### src/rtl/ahb_pkg.sv
// Shared AHB-Lite types: transfer kinds, response codes, size/burst
// typedefs and the default-slave state encoding.
package ahb_pkg;

    typedef enum logic [1:0] {
        HTRANS_IDLE   = 2'd0,
        HTRANS_BUSY   = 2'd1,
        HTRANS_NONSEQ = 2'd2,
        HTRANS_SEQ    = 2'd3
    } htrans_t;

    localparam logic HRESP_OKAY  = 1'b0;
    localparam logic HRESP_ERROR = 1'b1;

    typedef logic [2:0] hsize_t;
    typedef logic [2:0] hburst_t;

    typedef enum logic [1:0] {
        D_IDLE = 2'd0,
        D_ERR1 = 2'd1,
        D_ERR2 = 2'd2
    } dstate_t;

endpackage

### src/rtl/ahb_default_slave.sv
// Default slave: two-cycle ERROR for unmapped transfers plus a
// saturating decode-error counter.
// Ports: hclk/hreset, start (unmapped NONSEQ/SEQ accepted this cycle),
//        hready/hresp (data-phase response), err_count.
module ahb_default_slave
    import ahb_pkg::*;
#(
    parameter int ERRCNT_WIDTH = 8
) (
    input  logic                    hclk,
    input  logic                    hreset,
    input  logic                    start,
    output logic                    hready,
    output logic                    hresp,
    output logic [ERRCNT_WIDTH-1:0] err_count
);

    dstate_t                 state_q, state_d;
    logic [ERRCNT_WIDTH-1:0] cnt_q, cnt_d;

    always_comb begin
        state_d = state_q;
        cnt_d   = cnt_q;
        hready  = 1'b1;
        hresp   = HRESP_OKAY;
        unique case (state_q)
            D_IDLE: begin
                if (start) state_d = D_ERR1;
            end
            D_ERR1: begin
                hready  = 1'b0;
                hresp   = HRESP_ERROR;
                state_d = D_ERR2;
            end
            D_ERR2: begin
                hresp   = HRESP_ERROR;
                state_d = start ? D_ERR1 : D_IDLE;
            end
            default: state_d = D_IDLE;
        endcase
        // Count each fresh entry into the first error cycle.
        if (state_d == D_ERR1 && state_q != D_ERR1 && cnt_q != '1)
            cnt_d = cnt_q + 1'b1;
    end

    always_ff @(posedge hclk) begin
        if (hreset) begin
            state_q <= D_IDLE;
            cnt_q   <= '0;
        end else begin
            state_q <= state_d;
            cnt_q   <= cnt_d;
        end
    end

    assign err_count = cnt_q;

endmodule

### src/rtl/ahb_lite_interconnect.sv
// Single-master, NUM_SLAVES-port AHB-Lite interconnect: address
// decode to HSELx, registered data-phase select, response mux and an
// internal default slave for unmapped space.
// Ports: m_* master side, s_* slave side (windows, selects, broadcast
//        copies, per-slave responses), err_count decode-error count.
module ahb_lite_interconnect
    import ahb_pkg::*;
#(
    parameter int ADDR_WIDTH   = 32,
    parameter int DATA_WIDTH   = 32,
    parameter int NUM_SLAVES   = 4,
    parameter int ERRCNT_WIDTH = 8
) (
    input  logic                             hclk,
    input  logic                             hreset,
    input  logic [ADDR_WIDTH-1:0]            m_haddr,
    input  logic [1:0]                       m_htrans,
    input  logic                             m_hwrite,
    input  logic [2:0]                       m_hsize,
    input  logic [2:0]                       m_hburst,
    input  logic [3:0]                       m_hprot,
    input  logic                             m_hmastlock,
    input  logic [DATA_WIDTH-1:0]            m_hwdata,
    output logic [DATA_WIDTH-1:0]            m_hrdata,
    output logic                             m_hready,
    output logic                             m_hresp,
    input  logic [NUM_SLAVES*ADDR_WIDTH-1:0] s_base_addr,
    input  logic [NUM_SLAVES*ADDR_WIDTH-1:0] s_last_addr,
    output logic [NUM_SLAVES-1:0]            s_hsel,
    output logic [ADDR_WIDTH-1:0]            s_haddr,
    output logic [1:0]                       s_htrans,
    output logic                             s_hwrite,
    output logic [2:0]                       s_hsize,
    output logic [2:0]                       s_hburst,
    output logic [3:0]                       s_hprot,
    output logic                             s_hmastlock,
    output logic [DATA_WIDTH-1:0]            s_hwdata,
    output logic                             s_hready_broadcast,
    input  logic [NUM_SLAVES-1:0]            s_hready,
    input  logic [NUM_SLAVES-1:0]            s_hresp,
    input  logic [NUM_SLAVES*DATA_WIDTH-1:0] s_hrdata,
    output logic [ERRCNT_WIDTH-1:0]          err_count
);

    localparam int IDX_W = (NUM_SLAVES > 1) ? $clog2(NUM_SLAVES) : 1;

    htrans_t          trans;
    logic             trans_act;
    logic             dec_hit;
    logic [IDX_W-1:0] dec_idx;
    logic [IDX_W-1:0] dsel_idx_q, dsel_idx_d;
    logic             dsel_def_q, dsel_def_d;
    logic             dactive_q, dactive_d;
    logic             dflt_start;
    logic             dflt_hready;
    logic             dflt_hresp;

    assign trans     = htrans_t'(m_htrans);
    assign trans_act = (trans == HTRANS_NONSEQ) || (trans == HTRANS_SEQ);

    // Scan high to low so the lowest matching index is the one kept.
    always_comb begin
        dec_hit = 1'b0;
        dec_idx = '0;
        s_hsel  = '0;
        for (int i = NUM_SLAVES - 1; i >= 0; i--) begin
            if (m_haddr >= s_base_addr[i*ADDR_WIDTH +: ADDR_WIDTH] &&
                m_haddr <= s_last_addr[i*ADDR_WIDTH +: ADDR_WIDTH]) begin
                dec_hit   = 1'b1;
                dec_idx   = IDX_W'(i);
                s_hsel    = '0;
                s_hsel[i] = 1'b1;
            end
        end
    end

    // Data-phase target advances only when the current one completes.
    always_comb begin
        dsel_idx_d = dsel_idx_q;
        dsel_def_d = dsel_def_q;
        dactive_d  = dactive_q;
        if (m_hready) begin
            dsel_idx_d = dec_idx;
            dsel_def_d = !dec_hit;
            dactive_d  = trans_act;
        end
    end

    always_ff @(posedge hclk) begin
        if (hreset) begin
            dsel_idx_q <= '0;
            dsel_def_q <= 1'b1;
            dactive_q  <= 1'b0;
        end else begin
            dsel_idx_q <= dsel_idx_d;
            dsel_def_q <= dsel_def_d;
            dactive_q  <= dactive_d;
        end
    end

    assign dflt_start = m_hready && !dec_hit && trans_act;

    ahb_default_slave #(
        .ERRCNT_WIDTH (ERRCNT_WIDTH)
    ) u_dflt (
        .hclk      (hclk),
        .hreset    (hreset),
        .start     (dflt_start),
        .hready    (dflt_hready),
        .hresp     (dflt_hresp),
        .err_count (err_count)
    );

    always_comb begin
        m_hready = 1'b1;
        m_hresp  = HRESP_OKAY;
        m_hrdata = '0;
        if (dsel_def_q) begin
            if (dactive_q) begin
                m_hready = dflt_hready;
                m_hresp  = dflt_hresp;
            end
        end else begin
            for (int i = 0; i < NUM_SLAVES; i++) begin
                if (dsel_idx_q == IDX_W'(i)) begin
                    m_hready = s_hready[i];
                    m_hresp  = s_hresp[i];
                    m_hrdata = s_hrdata[i*DATA_WIDTH +: DATA_WIDTH];
                end
            end
        end
    end

    assign s_haddr            = m_haddr;
    assign s_htrans           = m_htrans;
    assign s_hwrite           = m_hwrite;
    assign s_hsize            = m_hsize;
    assign s_hburst           = m_hburst;
    assign s_hprot            = m_hprot;
    assign s_hmastlock        = m_hmastlock;
    assign s_hwdata           = m_hwdata;
    assign s_hready_broadcast = m_hready;

endmodule

### config.mk
export PLATFORM = sky130hd
export DESIGN_NAME = ahb_lite_interconnect
export DESIGN_NICKNAME = d
export VERILOG_FILES = /design/src/rtl/ahb_pkg.sv /design/src/rtl/ahb_default_slave.sv /design/src/rtl/ahb_lite_interconnect.sv
export SDC_FILE = /design/constraint.sdc
export NUM_CORES = 1
export LEC_CHECK = 0
export ABC_CLOCK_PERIOD_IN_PS = 5000
export BUFFER_PORTS_ARGS = -buffer_cell sky130_fd_sc_hd__buf_2
export CAP_MARGIN = 30
export CORE_AREA = 2 2 232 234
export CTS_BUF_LIST = sky130_fd_sc_hd__clkbuf_4
export CTS_CLUSTER_SIZE = 24
export DETAILED_ROUTE_END_ITERATION = 6
export DIE_AREA = 0 0 234 236
export GPL_TIMING_DRIVEN = 0
export PLACE_DENSITY = 0.38
export SKIP_CTS_REPAIR_TIMING = 1
export SLEW_MARGIN = 20
export SYNTH_ARGS = -nofsm -noshare
export SYNTH_HDL_FRONTEND = slang
export SYNTH_SLANG_ARGS = --single-unit
### constraint.sdc
create_clock -name hclk -period 5 [get_ports hclk]
set_clock_uncertainty 0.2 [all_clocks]
set_input_delay 1 -clock hclk [delete_from_list [all_inputs] [get_ports hclk]]
set_output_delay 1 -clock hclk [all_outputs]
set_load 0.05 [all_outputs]
==> impl_metrics.tcl <==
set metrics [dict create \
    min_path_type "reg -> reg" \
    internal-power_mw 0.718 \
    dieWidth_um 234 \
    ys_async_sr_fraction 0 \
    rsz0062_at_grt "true" \
    dp_cells 2409 \
    clock_power_share 0.043 \
    clkSinkCount 14 \
    insertion_delay_ps 290 \
    place_ws_ps -714 \
    vias 10176 \
    combPwrFrac 0.880 \
    clk_path_buf_depth 2 \
    crit_buf_inv 2 \
    dpl-instance-area_um2 12500 \
    crit_chain "buf_2, ha_1, nand4_1, nor4_1, o21ai_0, o2bb2ai_2, nor2_1, and3_1, buf_4" \
    syn_to_final_growth_pct 44.9 \
    coreArea_um2 53100 \
    layout_common_cells "buf_2, inv_1, ha_1" \
    routabilityCongestion 0.856 \
    grt-ovfl-total 0 \
    ios 597 \
    slowest_stage "nor4_1" \
    htreeDepth 1 \
    slew_violations 0 \
    setup_violations 0 \
    syn_inst 1162 \
    die_y_um 236 \
    holdWs_ps 353 \
    drt_pass1_iterations 4 \
    reg2regPathDepth 10 \
    period_share 0.984 \
    port-buffer-count 551 \
    cp_data_required_time_ps 3800 \
    swShare 0.566 \
    powerDensity_nw_per_um2 128 \
    fin_setup_tns_ps 0 \
    final-hold-violation-count 0 \
    drive_gt1_frac 0.416 \
    finalPower_mw 1.65 \
    dp_hpwl_um 39500 \
    avgSynthCellArea_um2 7.65 \
    final_cell_area_um2 12900 \
    fmax_mhz 203 \
    yosys_register_bits 14 \
    final-seq-area_um2 280 \
    cp_slowest_stage_delay_ps 900 \
    critical_path_class "in -> out" \
    end_kind "output pin" \
    cts_buffers 3 \
    start_util 0.167 \
    grt_max_degree 11 \
    multiInputGateArea_um2 7170 \
    yosysSeqAreaShare 0.0315 \
    antenna_found_initial 19 \
    yosysWarnings 0 \
    start_kind "input port" \
    leakagePower_nw 7.36 \
    fillerInstances 6038 \
    cp.depth 9 \
    fin_crit_ps 4920 \
    grt.total_usage 0.151 \
    p_switching_mw 0.937 \
    synth.cell_area_um2 8890 \
    root_buffer "clkbuf_4" \
    critPathMaxFanout 9 \
    clkTransAtPathRegs_ps 90 \
    grt_pass1_vias 10132 \
    vdd_drop_max_mv 0.0681 \
    cts_tree "built" \
    drt_iter0_drc 354 \
    arrival_ps 3720 \
    synthFlopType "dfxtp_1" \
    timing.slew.headroom 0.322 \
    post_drt_via_cell_ratio 4.19 \
    crit_family "simple AND/OR/NAND/NOR gates" \
    synth-edff-count 0 \
    final_cells 2431 \
    grt_pass1_wl_um 62700 \
    routedWlPerCell_um 18.0 \
    drc 0 \
    holdPathStages 2 \
    rows 85 \
    setup_slack_ps 78.3 \
    drtAntennaViolNets 0 \
    wl_um 43800 \
    outcome "finished, final reports clean" \
    cap_violations 0 \
    final_util 0.243 \
    final_nets 2462 \
    syn-num-nets 1896 \
    layout_commonest_cell "buf_2" \
    worstMarginPinSlew_ps 1010 \
    power.share.sequential 0.077 \
    ys_types 60 \
    die_area_um2 55200 \
]
cell families (layout without fill, tap and decap cells):
family / Yosys count / after routing / share of synthesized area
AOI/OAI and AO/OA: 225 / 225 / 0.164
adders and majority gates: 262 / 262 / 0.369
buffers and inverters: 357 / 922 / 0.185
DFF: 14 / 14 / 0.0315
muxes: 34 / 34 / 0.0861
other: 0 / 8 / 0
and+or+nand+nor: 270 / 270 / 0.164
registers in the layout, summed over array words and instances (netlist names):
| name | count |
|---|---|
| u_dflt.state_q | 2 |
| dactive_q | 1 |
| u_dflt.err_count | 8 |
| dsel_def_q | 1 |
| dsel_idx_q | 2 |
cell usage after synthesis (3+ instances only):
| library cell | number | area [um^2] |
|---|---|---|
| inv_1 | 263 | 987 |
| ha_1 | 262 | 3280 |
| a21oi_1 | 100 | 500 |
| buf_4 | 79 | 593 |
| nand2_1 | 67 | 251 |
| nand4_1 | 46 | 288 |
| nor2b_1 | 39 | 244 |
| mux4_2 | 34 | 766 |
| o21ai_0 | 32 | 160 |
| nor2_1 | 30 | 113 |
| nand3_1 | 29 | 145 |
| a21o_1 | 20 | 150 |
| dfxtp_1 | 14 | 280 |
| and4_1 | 12 | 105 |
| a221oi_1 | 11 | 96.3 |
| nor3_1 | 11 | 55.1 |
| nor4_1 | 10 | 62.6 |
| clkbuf_1 | 9 | 33.8 |
| a31oi_1 | 6 | 37.5 |
| o211ai_1 | 6 | 45.0 |
| a211oi_1 | 5 | 37.5 |
| and3_1 | 5 | 31.3 |
| nand2b_1 | 5 | 31.3 |
| o21ai_1 | 5 | 25.0 |
| a221o_1 | 4 | 40.0 |
| buf_1 | 4 | 15.0 |
| o21a_1 | 4 | 30.0 |
| a21oi_2 | 3 | 26.3 |
| a22oi_1 | 3 | 22.5 |
| a31o_1 | 3 | 26.3 |
| and2_1 | 3 | 18.8 |
| or4_1 | 3 | 22.5 |
power by group through the flow:
stage	combinational [mW]	clock [mW]	sequential (mW)
3_5_place_dp	1.44	0	0.130
5_1_grt	1.61	0.0789	0.129
4_1_cts	1.44	0.0781	0.127
6_report	1.46	0.0715	0.127
2_1_floorplan	0.916	0	0.136
3_3_place_gp	1.42	0	0.129
worst reg2reg max path: stages (launching register included):
cell and delay [ps]:
dfxtp_1 320, buf_1 430, mux4_2 310, or2_2 140, nand2_1 90, inv_1 140, nand2_1 130, o41ai_4 540
buf_6 220, a31oi_1 110, nor3_2 190
routing by layer:
| metal | wire length [um] | vias to the layer above | GRT usage | part of all wire |
|---|---|---|---|---|
| li1 | - | 5166 | - | - |
| met1 | 19600 | 4628 | 0.198 | 0.45 |
| met2 | 21000 | 342 | 0.263 | 0.48 |
| met3 | 2880 | 26 | 0.0290 | 0.066 |
| met4 | 299 | 14 | 0.0136 | 0.0068 |
| met5 | 139 | - | 0.0107 | 0.0032 |
final cells by class:
class                   instances  area share
repair buffers                561       0.222
clock buffers                   3     0.00175
flip-flops and latches         14      0.0218
diodes                          8     0.00155
clock inverters                 1    0.000291
plain buffers                  94      0.0511
well taps                     696      0.0676
inverters                     263      0.0769
multi-input cells             791       0.557
final timing paths:
check	start	to	slack [ps]
setup / recovery	m_haddr[23]	s_hsel[3]	80
hold / removal	u_dflt.err_count[0]	u_dflt.err_count[0]	350
setup reg to reg	dsel_idx_q[1]	u_dflt.err_count[6]	2110
hold reg to reg	u_dflt.err_count[0]	u_dflt.err_count[0]	350
(Power assumes the default switching activity.)
